===== src/rtl/rgmii_txc_pkg.sv =====
// Shared types and default timing constants for the RGMII TX clock sequencer.
package rgmii_txc_pkg;

   // Encoding matches the speed_i pin: 00=10M, 01=100M, 10=1000M, 11=reserved.
   typedef enum logic [1:0] {
      e_10m   = 2'b00,
      e_100m  = 2'b01,
      e_1000m = 2'b10,
      e_rsvd  = 2'b11
   } speed_e;

   // TXC half-period in downsampler phases (two phases per pattern word).
   localparam int half_1000_def_p = 1;
   localparam int half_100_def_p  = 5;
   localparam int half_10_def_p   = 50;

endpackage


===== src/rtl/rgmii_txc_pattern.sv =====
// Combinational pattern generator: maps the phase counter p (always even) and
// the half-period N onto one 2-bit ODDR word plus rising/falling edge flags.
// Macro RGMII_TXC_SHIFT_EN delays TXC by one phase (high for 1 <= q <= N).
module rgmii_txc_pattern #(
   parameter int cnt_width_p = 7
) (
   input  logic [cnt_width_p-1:0] p_i,
   input  logic [cnt_width_p-1:0] half_i,
   output logic [1:0]             word_o,
   output logic                   rise_o,
   output logic                   fall_o
);

   // One extra bit so p+1 and N+1 never overflow.
   logic [cnt_width_p:0] p_w;
   logic [cnt_width_p:0] p1_w;
   logic [cnt_width_p:0] n_w;
`ifdef RGMII_TXC_SHIFT_EN
   logic [cnt_width_p:0] fall_ph;
`endif

   // Evaluate H() for both phases of the word and locate the edges.
   always_comb begin
      p_w  = {1'b0, p_i};
      p1_w = p_w + 1'b1;
      n_w  = {1'b0, half_i};
`ifdef RGMII_TXC_SHIFT_EN
      // Falling edge sits at phase N+1, which wraps to 0 when the period is 2.
      fall_ph = ((n_w + 1'b1) == {half_i, 1'b0}) ? '0 : (n_w + 1'b1);
      word_o  = {(p_w != '0) && (p_w <= n_w), (p1_w <= n_w)};
      rise_o  = (p_w == '0);
      fall_o  = (p_w == fall_ph) || (p1_w == fall_ph);
`else
      word_o  = {(p_w < n_w), (p1_w < n_w)};
      rise_o  = (p_w == '0);
      fall_o  = (p_w == n_w) || (p1_w == n_w);
`endif
   end

endmodule


===== src/rtl/rgmii_txc_ctrl.sv =====
// RGMII TXC sequencer: feeds 2-bit clock patterns to the ODDR downsampler.
// Speed/enable are only sampled at a TXC period boundary (or while parked),
// so TXC never glitches. Optional macro RGMII_TXC_SHIFT_EN shifts TXC by one
// phase (handled entirely in rgmii_txc_pattern).
module rgmii_txc_ctrl
   import rgmii_txc_pkg::*;
#(
   parameter int half_1000_p = half_1000_def_p,
   parameter int half_100_p  = half_100_def_p,
   parameter int half_10_p   = half_10_def_p,
   parameter int cnt_width_p = (2*half_10_p > 1) ? $clog2(2*half_10_p) : 1
) (
   input  logic       clk_i,
   input  logic       reset_i,
   input  logic [1:0] speed_i,
   input  logic       en_i,
   input  logic       ready_i,
   output logic [1:0] clk_setting_o,
   output logic       rise_o,
   output logic       fall_o,
   output logic [1:0] speed_o,
   output logic       active_o
);

   localparam int cw = cnt_width_p;

   logic [cw-1:0] p_q, p_d;
   speed_e        speed_q, speed_d;
   logic          active_q, active_d;
   logic [1:0]    setting_q, setting_d;
   logic          rise_q, rise_d;
   logic          fall_q, fall_d;

   logic [cw:0]   p_inc;
   logic          boundary;
   logic [cw-1:0] half_cur;
   logic [cw-1:0] half_nxt;
   logic [1:0]    pat_word;
   logic          pat_rise;
   logic          pat_fall;

   function automatic logic [cw-1:0] half_of(input speed_e s);
      case (s)
         e_10m:   half_of = cw'(half_10_p);
         e_100m:  half_of = cw'(half_100_p);
         default: half_of = cw'(half_1000_p);
      endcase
   endfunction

   // Counter advance and boundary sampling of speed/enable on each consume.
   always_comb begin
      p_d      = p_q;
      speed_d  = speed_q;
      active_d = active_q;
      half_cur = half_of(speed_q);
      p_inc    = {1'b0, p_q} + 2'd2;
      boundary = !active_q || (p_inc >= {half_cur, 1'b0});
      if (ready_i) begin
         if (boundary) begin
            p_d = '0;
            if (en_i && (speed_i != e_rsvd)) begin
               speed_d  = speed_e'(speed_i);
               active_d = 1'b1;
            end else begin
               active_d = 1'b0;
            end
         end else begin
            p_d = p_inc[cw-1:0];
         end
      end
      half_nxt = half_of(speed_d);
   end

   rgmii_txc_pattern #(
      .cnt_width_p(cw)
   ) u_pattern (
      .p_i   (p_d),
      .half_i(half_nxt),
      .word_o(pat_word),
      .rise_o(pat_rise),
      .fall_o(pat_fall)
   );

   // Next registered word: the pattern at the new counter, or 00 when parked.
   always_comb begin
      setting_d = setting_q;
      rise_d    = rise_q;
      fall_d    = fall_q;
      if (ready_i) begin
         setting_d = active_d ? pat_word : 2'b00;
         rise_d    = active_d & pat_rise;
         fall_d    = active_d & pat_fall;
      end
   end

   // State and output registers; reset parks TXC low immediately.
   always_ff @(posedge clk_i or posedge reset_i) begin
      if (reset_i) begin
         p_q       <= '0;
         speed_q   <= e_1000m;
         active_q  <= 1'b0;
         setting_q <= 2'b00;
         rise_q    <= 1'b0;
         fall_q    <= 1'b0;
      end else begin
         p_q       <= p_d;
         speed_q   <= speed_d;
         active_q  <= active_d;
         setting_q <= setting_d;
         rise_q    <= rise_d;
         fall_q    <= fall_d;
      end
   end

   assign clk_setting_o = setting_q;
   assign rise_o        = rise_q;
   assign fall_o        = fall_q;
   assign speed_o       = speed_q;
   assign active_o      = active_q;

endmodule


===== config.mk =====
export PLATFORM = sky130hd
export DESIGN_NAME = rgmii_txc_ctrl
export DESIGN_NICKNAME = d
export VERILOG_FILES = /design/src/rtl/rgmii_txc_pkg.sv /design/src/rtl/rgmii_txc_pattern.sv /design/src/rtl/rgmii_txc_ctrl.sv
export SDC_FILE = /design/constraint.sdc
export NUM_CORES = 1
export LEC_CHECK = 0
export CORE_AREA = 2 2 55 57
export DETAILED_ROUTE_END_ITERATION = 12
export DIE_AREA = 0 0 57 59
export PLACE_DENSITY = 0.72
export SETUP_SLACK_MARGIN = 0.3
export SLEW_MARGIN = 10
export SYNTH_ARGS = -nofsm -noshare
export SYNTH_HDL_FRONTEND = slang
export SYNTH_HIERARCHICAL = 1
export SYNTH_SLANG_ARGS = --single-unit

===== constraint.sdc =====
create_clock -name clk_i -period 3.4 [get_ports clk_i]
set_input_delay 0.34 -clock clk_i [delete_from_list [all_inputs] [get_ports clk_i]]
set_output_delay 0.34 -clock clk_i [all_outputs]
set_load 0.01 [all_outputs]

==> metrics.txt, run 1 <==
HPWL Detailed=2.71 mm; number of distinct library cells after synthesis=41; die area=0.00336 mm2; RD Place Congestion=0.977; cell count after synthesis=145; non-filler cells, final=232; CP arrival=3920 ps; Via Count=1256; register area=352 um2; first-pass GRT wire length=5.72 mm; Core ar.=0.00271 mm2; Power, Total=1.90 mW; Syn-to-layout area delta=49.9%; mux share of post-synthesis cell area=0.0249; Power Density=935 mW/mm2; largest net degree at the start of global routing=15; violated checks=negative setup slack; maxcap violations=0; maximum vdd drop=0.000856 V; ratio of cells with drive above 1 in the final layout=0.408; Synth Area in Adders=0.203; post-route setup slack=-330 ps; main combinational cell family by area after synthesis=simple AND/OR/NAND/NOR gates; Final Slew Violations=0; Initial Utilization=0.500; Die Ht=59 um; area occupied by multi-input gates=0.00109 mm2; area share of and/or/nand/nor cells after synthesis=0.208; diode count=0; Core Util, Final=0.749; Setup crit end kind=flop; WL final=3.66 mm; Synth Cell Area=0.00136 mm2; die width=57 um; number of H-tree levels=1; Via density=5.41; final hold vios=0; clk root buf=clkbuf_4; CTS tree=built; Final Setup Violations=3; Clock Latency Late Sink=270 ps; Mean Syn Cell Area=9.35 um2; crit path max fanout=7; clk_skew=3.99 ps; clock slew at reported path FFs=80 ps; Required @ worst endpoint=3590 ps; num ports=13; compound-gate portion of the synthesized area=0.180; Num CTS Buffers=3; IO Port Bufs=12; antenna violations before repair=0; Clock Path Buffers=2; Rel. slew slack=0.609; Worst-Margin Slew=585 ps; Final min period=3730 ps; kind of critical path=reg2reg; number of global-route vias before repair=1303; grt ovf=0; crit share post-route=1.10; Fillers=199; 1st-iter DRT viols=24; FMAX=268 MHz; Std-Cell Rows=19; DR DRC count=0; Nets=230; GRT Util Overall=0.222; Antenna Nets Post-Route=0; Place WS=-403 ps; Yosys reg bits=14; crit start category=flop; Synth Warn #=6; Post-Synth XOR/XNOR Area=0.0582; Hold Path Class=in2async; drt first pass iters=4; routed len/inst=15.8 um; RSZ-0062 raised after global routing=true; leakage=0.988 nW; Inst Count DP=215; run status=finished, violations left; sequential area share after synthesis=0.259; clock sink count=14
-- repair_timing --
item | CTS | global route
setup buffers | 7 | 6
pin swaps | 21 | 8
hold buffers | 0 | 0
cloned | 0 | 0
resized for setup | 11 | 6
setup endpoints to repair | 4 | 4
-- cells by family after synthesis --
family / Yosys count
buffers and inverters: 21
other: 1
xor gates and xnor gates: 9
adders and majority gates: 22
AOI/OAI and AO/OA: 31
and+or+nand+nor: 44
DFF: 14
muxes: 3
-- routing by layer --
metal  global-route usage  vias up  share of wire
met5                    0        -              0
met4                0.130        0          0.037
met3               0.0109       12         0.0098
met2                0.420       17           0.55
met1                0.247      599           0.40
li1                     -      628              -
-- state kept, by name, summed over array words and instances (netlist names), named ones only --
signal and cells:
speed_o 2, p_q 7, rise_o 1, clk_setting_o 2, fall_o 1
-- power breakdown --
group          total (mW)  leakage, nW  switching, mW  internal (mW)
registers           0.266        0.178         0.0401          0.226
logic                1.52        0.790          0.695          0.824
clock network       0.114       0.0210         0.0490         0.0650
total                1.90        0.988          0.784           1.12
-- Yosys cell counts --
library cell | count | area (um2)
mux2_1 | 2 | 22.5
o31ai_2 | 1 | 12.5
xnor2_1 | 4 | 35.0
nand4b_4 | 1 | 23.8
or4b_1 | 1 | 10.0
conb_1 | 1 | 3.75
a2111oi_4 | 1 | 27.5
ha_1 | 22 | 275
o311a_1 | 1 | 10.0
nor2b_1 | 3 | 18.8
nand3_1 | 4 | 20.0
xor2_1 | 5 | 43.8
a21boi_1 | 1 | 7.51
o2111ai_2 | 1 | 15.0
mux2_2 | 1 | 11.3
and3_1 | 2 | 12.5
clkbuf_1 | 3 | 11.3
nand2_1 | 13 | 48.8
o21ai_0 | 2 | 10.0
o22a_1 | 1 | 8.76
a211o_1 | 1 | 8.76
dfstp_2 | 1 | 26.3
a31oi_1 | 1 | 6.26
and4_1 | 1 | 8.76
a221o_1 | 1 | 10.0
a21o_1 | 3 | 22.5
inv_1 | 17 | 63.8
nand2b_1 | 3 | 18.8
a21boi_0 | 2 | 15.0
and2b_2 | 1 | 8.76
or2_2 | 2 | 12.5
o21ai_1 | 1 | 5.00
nand4b_1 | 2 | 17.5
a21oi_1 | 4 | 20.0
and3_4 | 5 | 56.3
buf_6 | 1 | 11.3
o22ai_1 | 8 | 50.1
nor3_1 | 2 | 10.0
nor2_1 | 4 | 15.0
o211ai_1 | 2 | 15.0
dfrtp_1 | 13 | 325
-- cell usage in the layout, fill, tap and decap left out, types with 2 or more instances in the layout --
master,netlist,final
nor2_1,4,4
a21o_1,3,3
clkdlybuf4s50_1,0,12
nand2_1,13,12
dfrtp_1,13,13
ha_4,0,3
ha_1,22,19
nand3_2,0,3
o22ai_1,8,4
o22ai_2,0,3
xnor2_1,4,3
inv_1,17,16
nand4b_1,2,2
mux2_1,2,2
o21ai_1,1,2
and3_4,5,6
nand2b_1,3,3
buf_4,0,41
clkbuf_4,0,3
a21oi_1,4,3
buf_6,1,2
conb_1,1,2
o211ai_1,2,2
nor2b_1,3,3
nor3_2,0,2
xor2_1,5,4
-- critical path, cell delays in order, from the launching register on --
cell and delay (ps):
dfrtp_1 420, and3_4 220, nand3_4 80, xnor2_2 150
ha_1 310, nand2_2 90, a211o_1 270, o2111ai_4 150
nor2_1 100, mux2_4 310, and3_4 180, and3_4 190
xor2_2 170, ha_1 330, a21o_1 200, a2111oi_4 290
nand2_1 80, o22ai_1 100
-- final cells by class --
type	count	share of cell area
well taps	31	0.0191
multi-input cells	111	0.537
flip-flops and latches	14	0.173
repair buffers	55	0.222
inverters	17	0.0314
clock buffers	4	0.0179
-- metrics by stage --
step           area (um2)  setup TNS (ps)  hold slack [ps]
2_1_floorplan        1430            -154              229
3_3_place_gp         1790            -466              517
3_5_place_dp         1790            -805              521
4_1_cts              1950            -844              412
5_1_grt              2030           -1450              466
6_report             2030            -878              398
-- worst paths after layout --
check	from	endpoint	slack [ps]	depth (start not counted)
setup / recovery	p_q[1]	clk_setting_o[0]	-330	17
hold / removal	reset_i	p_q[4]	400	2
setup reg to reg	p_q[1]	clk_setting_o[0]	-330	17
hold reg to reg	rise_o	rise_o	530	2
max in group asynchronous	reset_i	speed_o[1]	2650	2
min in group clk_i	rise_o	rise_o	530	2
No activity file was read; power rests on OpenSTA's default activity.
==> run 2, diff against run 1 <==
--- a/config.mk
+++ b/config.mk
@@ -5,9 +5,11 @@
 export SDC_FILE = /design/constraint.sdc
 export NUM_CORES = 1
 export LEC_CHECK = 0
-export CORE_AREA = 2 2 55 57
+export CELL_PAD_IN_SITES_DETAIL_PLACEMENT = 0
+export CELL_PAD_IN_SITES_GLOBAL_PLACEMENT = 1
+export CORE_AREA = 2 2 62 64
 export DETAILED_ROUTE_END_ITERATION = 12
-export DIE_AREA = 0 0 57 59
+export DIE_AREA = 0 0 64 66
 export PLACE_DENSITY = 0.72
 export SETUP_SLACK_MARGIN = 0.3
 export SLEW_MARGIN = 10
==> run 2 against run 1 <==
  * The run still ends with negative setup slack left
  * Register-to-register slack gained 80 ps
  * Die area grew 26%
  * Highest routed layer unchanged
  * Critical path type unchanged
  * Hold slack gained 4.4 ps
  * Sequential share of layout area shrank 0.95 points
  * Worst setup slack gained 78 ps
  * Sequential power is essentially flat
  * Clock power is essentially flat
  * First-iteration DRC count grew 33%
  * Flip-flop and latch count is the same
  * Final cell count grew 10%
==> metrics.txt, run 2 (same netlist as run 1, synthesis figures left out) <==
Worst R2R End=clk_setting_o[0]; Worst-Margin Slew=528 ps (-56.5 ps); num ports=13 (unchanged); number of H-tree levels=1 (unchanged); area occupied by multi-input gates=0.00113 mm2 (+3.3%); maximum vdd drop=0.000411 V (-52%); most frequent cells in the layout=46 x buf_4, 18 x ha_1, 15 x inv_1; 1st-iter DRT viols=32 (+33%); WHS=402 ps (+4.43 ps); Final Slew Violations=0 (unchanged); post-route setup slack=-252 ps (+77.9 ps); Die Ht=66 um (+12%); Antenna Nets Post-Route=0 (unchanged); violated checks=negative setup slack; commonest non-fill, non-tap cell in the layout=buf_4; grt ovf=0 (unchanged); Clock Latency Late Sink=270 ps (about the same); largest net degree at the start of global routing=15 (unchanged); Hold Path Class=in2async; die width=64 um (+12%); Fillers=288 (+45%); R2R depth=17 (unchanged); Final min period=3650 ps (-77.9 ps); CP arrival=3850 ps (-70 ps); crit share post-route=1.07 (-0.0229); Setup crit end kind=flop; clock slew at reported path FFs=80 ps (about the same); GRT Util Overall=0.185 (-0.0369); Syn-to-layout area delta=58.5%; hold bufs inserted after CTS=0 (unchanged); Clock Path Buffers=2 (unchanged); Via Count=1252 (-0.32%); FF-to-FF setup slack=-250 ps (+80 ps); Inst Count DP=237 (+10%); clock sink count=14 (unchanged); Via density=4.89 (-9.7%); run status=finished, violations left; FF-to-FF Start=p_q[2]; WL final=3.57 mm (-2.5%); register area=352 um2 (unchanged); ratio of cells with drive above 1 in the final layout=0.462 (+0.0536); drt first pass iters=3 (-1); clk_skew=2.34 ps (-1.64 ps); IO Port Bufs=12 (unchanged); RSZ-0062 raised after global routing=true; Nets=237 (+3.0%); clk root buf=clkbuf_4; first-pass GRT wire length=6.13 mm (+7.1%); non-filler cells, final=256 (+10%); number of flip-flops in the largest register=7 (unchanged); number of global-route vias before repair=1416 (+8.7%); antenna violations before repair=0 (unchanged); Final Setup Violations=3 (unchanged); HPWL Detailed=2.72 mm (+0.58%); Core ar.=0.00355 mm2 (+31%); Std-Cell Rows=22 (+3); Num CTS Buffers=3 (unchanged); FMAX=274 MHz (+2.1%); largest register by flop count=p_q; post-route design area=0.00215 mm2 (+5.8%); leakage=1.03 nW (+4.6%); RD Place Congestion=0.817 (-16%); maxcap violations=0 (unchanged); kind of critical path=reg2reg; die area=0.00422 mm2 (+26%); Cell Area, Placed=0.00185 mm2 (+3.3%); crit start category=flop; Rel. slew slack=0.644 (+0.0352); Required @ worst endpoint=3600 ps (about the same); Power Density=929 mW/mm2 (-0.60%); Initial Utilization=0.382 (-0.118); diode count=0 (unchanged); final hold vios=0 (unchanged); crit path max fanout=5 (-2); routed len/inst=13.9 um (-12%); DR DRC count=0 (unchanged); CTS tree=built
==> run 2: cell count changes in the layout (fill, tap and decap cells not counted), moves of 2 or more <==
cell,delta
a21oi_1,-2
a21oi_2,+2
buf_4,+5
buf_6,+2
o22ai_4,+2
==> run 2: layout make-up <==
type	instances	share of cell area
Multi-Input combinational cell	111	0.524
Timing Repair Buffer	62	0.238
Sequential cell	14	0.164
Inverter	17	0.0297
Tap cell	48	0.0280
Clock buffer	4	0.0169
==> run 2: worst max-delay path by stage <==
stage | cells after the start | slack (ps) | start | end
4_1_cts | 17 | -200 | p_q[1] | clk_setting_o[0]
3_3_place_gp | 17 | -310 | p_q[1] | clk_setting_o[0]
5_1_grt | 17 | -450 | p_q[2] | clk_setting_o[0]
3_5_place_dp | 17 | -350 | p_q[1] | clk_setting_o[0]
2_1_floorplan | 18 | -140 | p_q[3] | clk_setting_o[0]
6_report | 17 | -250 | p_q[2] | clk_setting_o[0]
==> run 2: layer usage <==
metal	GRT usage	part of all wire	vias to the layer above
li1	-	-	643
met1	0.221	0.44	596
met2	0.341	0.54	7
met3	0.00852	0.0048	6
met4	0.0842	0.021	0
met5	0	0	-
==> run 2: power by group <==
| group | leakage, nW | switching [mW] | internal (mW) |
|---|---|---|---|
| registers | 0.178 | 0.0402 | 0.226 |
| logic | 0.835 | 0.726 | 0.887 |
| clock network | 0.0210 | 0.0523 | 0.0650 |
==> run 2: what timing repair did <==
| action | 4_1_cts | 5_1_grt |
|---|---|---|
| pin swaps | 26 | 14 |
| endpoints found under the hold margin | 0 | 0 |
| gates resized for setup | 23 | 6 |
| endpoints found under the setup margin | 4 | 4 |
| setup buffers | 10 | 5 |
==> run 2: stage by stage <==
| stage | TNS [ps] | power, mW | worst slack (ps) | util |
|---|---|---|---|---|
| floorplan | -154 | 1.00 | -137 | - |
| global placement | -603 | 1.42 | -306 | 0.521 |
| detailed placement | -842 | 1.47 | -350 | 0.521 |
| CTS | -480 | 1.89 | -199 | 0.585 |
| global route | -1200 | 2.17 | -454 | 0.605 |
| finish | -605 | 2.00 | -252 | 0.605 |
==> run 2: critical path, cell delays in order (launching register included) <==
cell	delay (ps)
dfrtp_1	390
and3_4	220
nand3_4	80
xnor2_2	150
ha_1	300
nand2_1	70
o311a_1	230
o2111ai_4	200
a21boi_2	330
inv_1	160
ha_4	300
ha_4	190
nor2b_1	130
o211ai_1	230
a21oi_2	110
a2111oi_4	320
nand2_1	80
o22ai_1	100
==> run 3, diff against run 2 <==
--- a/config.mk
+++ b/config.mk
@@ -7,10 +7,10 @@
 export LEC_CHECK = 0
 export CELL_PAD_IN_SITES_DETAIL_PLACEMENT = 0
 export CELL_PAD_IN_SITES_GLOBAL_PLACEMENT = 1
-export CORE_AREA = 2 2 62 64
+export CORE_AREA = 2 2 57 59
 export DETAILED_ROUTE_END_ITERATION = 12
-export DIE_AREA = 0 0 64 66
-export PLACE_DENSITY = 0.72
+export DIE_AREA = 0 0 59 61
+export PLACE_DENSITY = 0.81
 export SETUP_SLACK_MARGIN = 0.3
 export SLEW_MARGIN = 10
 export SYNTH_ARGS = -nofsm -noshare
==> constraint.sdc (replaced) <==
create_clock -name clk_i -period 4.53 [get_ports clk_i]
set_input_delay 0.453 -clock clk_i [delete_from_list [all_inputs] [get_ports clk_i]]
set_output_delay 0.453 -clock clk_i [all_outputs]
set_load 0.01 [all_outputs]
==> run 3 against run 2 <==
  * The run now ends clean
  * Sequential power fell by 24%
  * Via count fell by 13%
  * Flip-flop and latch count did not move
  * Routed wire length fell by 20%
  * Clock power fell by 26%
  * Fmax fell by 9.1%
==> metrics.txt, run 3 (same netlist as run 1, synthesis figures left out) <==
GRT Util Overall=0.175 (-0.00997); hold bufs inserted after CTS=0 (unchanged); largest register by flop count=p_q; Core ar.=0.00295 mm2 (-17%); RSZ-0062 raised after global routing=false; clk_skew=2.98 ps (+0.633 ps); num ports=13 (unchanged); WL final=2.85 mm (-20%); largest net degree at the start of global routing=15 (unchanged); commonest non-fill, non-tap cell in the layout=ha_1; ratio of cells with drive above 1 in the final layout=0.189 (-0.273); maximum vdd drop=0.000319 V (-22%); CP arrival=4210 ps (+360 ps); Setup crit end kind=flop; Rel. slew slack=0.502 (-0.142); kind of critical path=reg2reg; Clock Latency Late Sink=270 ps (about the same); Clock Path Buffers=2 (unchanged); number of flip-flops in the largest register=7 (unchanged); DR DRC count=0 (unchanged); Fillers=260 (-9.7%); Final min period=4020 ps (+364 ps); crit start category=flop; Power, Total=1.03 mW (-48%); Antenna Nets Post-Route=0 (unchanged); 1st-iter DRT viols=27 (-16%); drt first pass iters=4 (+1); crit path max fanout=7 (+2); RD Place Congestion=0.874 (+7.0%); die width=59 um (-7.8%); Worst-Margin Slew=739 ps (+211 ps); Syn-to-layout area delta=20.0%; clk root buf=clkbuf_4; routed len/inst=14.5 um (+3.9%); Via density=5.54 (+13%); number of H-tree levels=1 (unchanged); Initial Utilization=0.459 (+0.0773); clock slew at reported path FFs=80 ps (about the same); Final Slew Violations=0 (unchanged); Hold Path Class=in2async; clock sink count=14 (unchanged); first-pass GRT wire length=4.76 mm (-22%); antenna violations before repair=0 (unchanged); Power Density=634 mW/mm2 (-32%); post-route setup TNS=0 ps (+605 ps); diode count=0 (unchanged); final hold vios=0 (unchanged); Required @ worst endpoint=4730 ps (+1130 ps); crit share post-route=0.886 (-0.188); number of global-route vias before repair=1039 (-27%); Std-Cell Rows=20 (-9.1%); FMAX=249 MHz (-9.1%); leakage=0.793 nW (-23%); die area=0.00360 mm2 (-15%); HPWL Detailed=2.28 mm (-16%); CTS tree=built; Die Ht=61 um (-7.6%); maxcap violations=0 (unchanged); Num CTS Buffers=3 (unchanged); run status=completed; IO Port Bufs=12 (unchanged); grt ovf=0 (unchanged); most frequent cells in the layout=21 x ha_1, 17 x inv_1, 12 x nand2_1, 12 x dfrtp_1, 12 x clkdlybuf4s50_1; Via Count=1092 (-13%); Nets=193 (-19%); Final Setup Violations=0 (-3); FF-to-FF setup slack=510 ps (+770 ps)
## run 3: cell types whose count changed in the layout (fill, tap and decap cells not counted), sizes merged
cell | before | now
buf | 50 | 6
## run 3: power by group
group | total, mW | internal (mW) | leakage [nW] | switching (mW)
clock network | 0.0867 | 0.0488 | 0.0210 | 0.0379
registers | 0.203 | 0.170 | 0.176 | 0.0333
logic | 0.741 | 0.357 | 0.596 | 0.383
## run 3: final timing paths
kind	from	endpoint	cells past startpoint
max	p_q[1]	clk_setting_o[0]	20
min	reset_i	rise_o	2
max reg2reg	p_q[1]	clk_setting_o[0]	20
min reg2reg	clk_setting_o[1]	clk_setting_o[1]	2
max in group asynchronous	reset_i	p_q[3]	2
min in group clk_i	clk_setting_o[1]	clk_setting_o[1]	2
## run 3: what timing repair did
action	4_1_cts	5_1_grt
setup endpoints to repair	0	3
gates resized for setup	0	10
buffers inserted	0	2
## run 3: worst max-delay path, stage by stage, from the launching register on
cell	delay, ps
dfrtp_1	440
ha_2	260
nand3_2	120
xnor2_2	160
ha_1	300
nand2_2	90
or2_2	330
o2111ai_4	150
buf_6	170
nor2_1	40
mux2_4	300
ha_1	210
nand3_1	140
nor2_2	60
xor2_1	150
ha_1	270
nand3_1	130
a21oi_1	90
a2111oi_4	320
nand2_1	80
o22ai_1	100
## run 3: routing by layer
layer,routed length (um),GRT usage,vias to the layer above
met4,27,0.0779,0
met1,1380,0.237,526
li1,-,-,553
met5,0,0,-
met2,1420,0.294,11
met3,22,0.00640,2
## run 3: per-stage QoR
| step | worst slack (ps) | utilization | hold slack (ps) | area, um2 | std cells |
|---|---|---|---|---|---|
| finish | 514 | 0.551 | 510 | 1630 | 197 |
| global route | 289 | 0.551 | 542 | 1630 | 197 |
| CTS | 408 | 0.530 | 521 | 1560 | 195 |
| detailed placement | 442 | 0.517 | 522 | 1530 | 191 |
| global placement | 485 | 0.517 | 513 | 1530 | 191 |
| floorplan | 806 | - | 342 | 1360 | 146 |
## run 3: area by class of cell
class                      count  area [um2]  area share
multi-input combinational    111         963       0.592
sequential                    14         353       0.217
timing repair buffer          18         169       0.104
inverter                      17        63.8      0.0392
tap                           33        41.3      0.0254
clock buffer                   4        36.3      0.0223
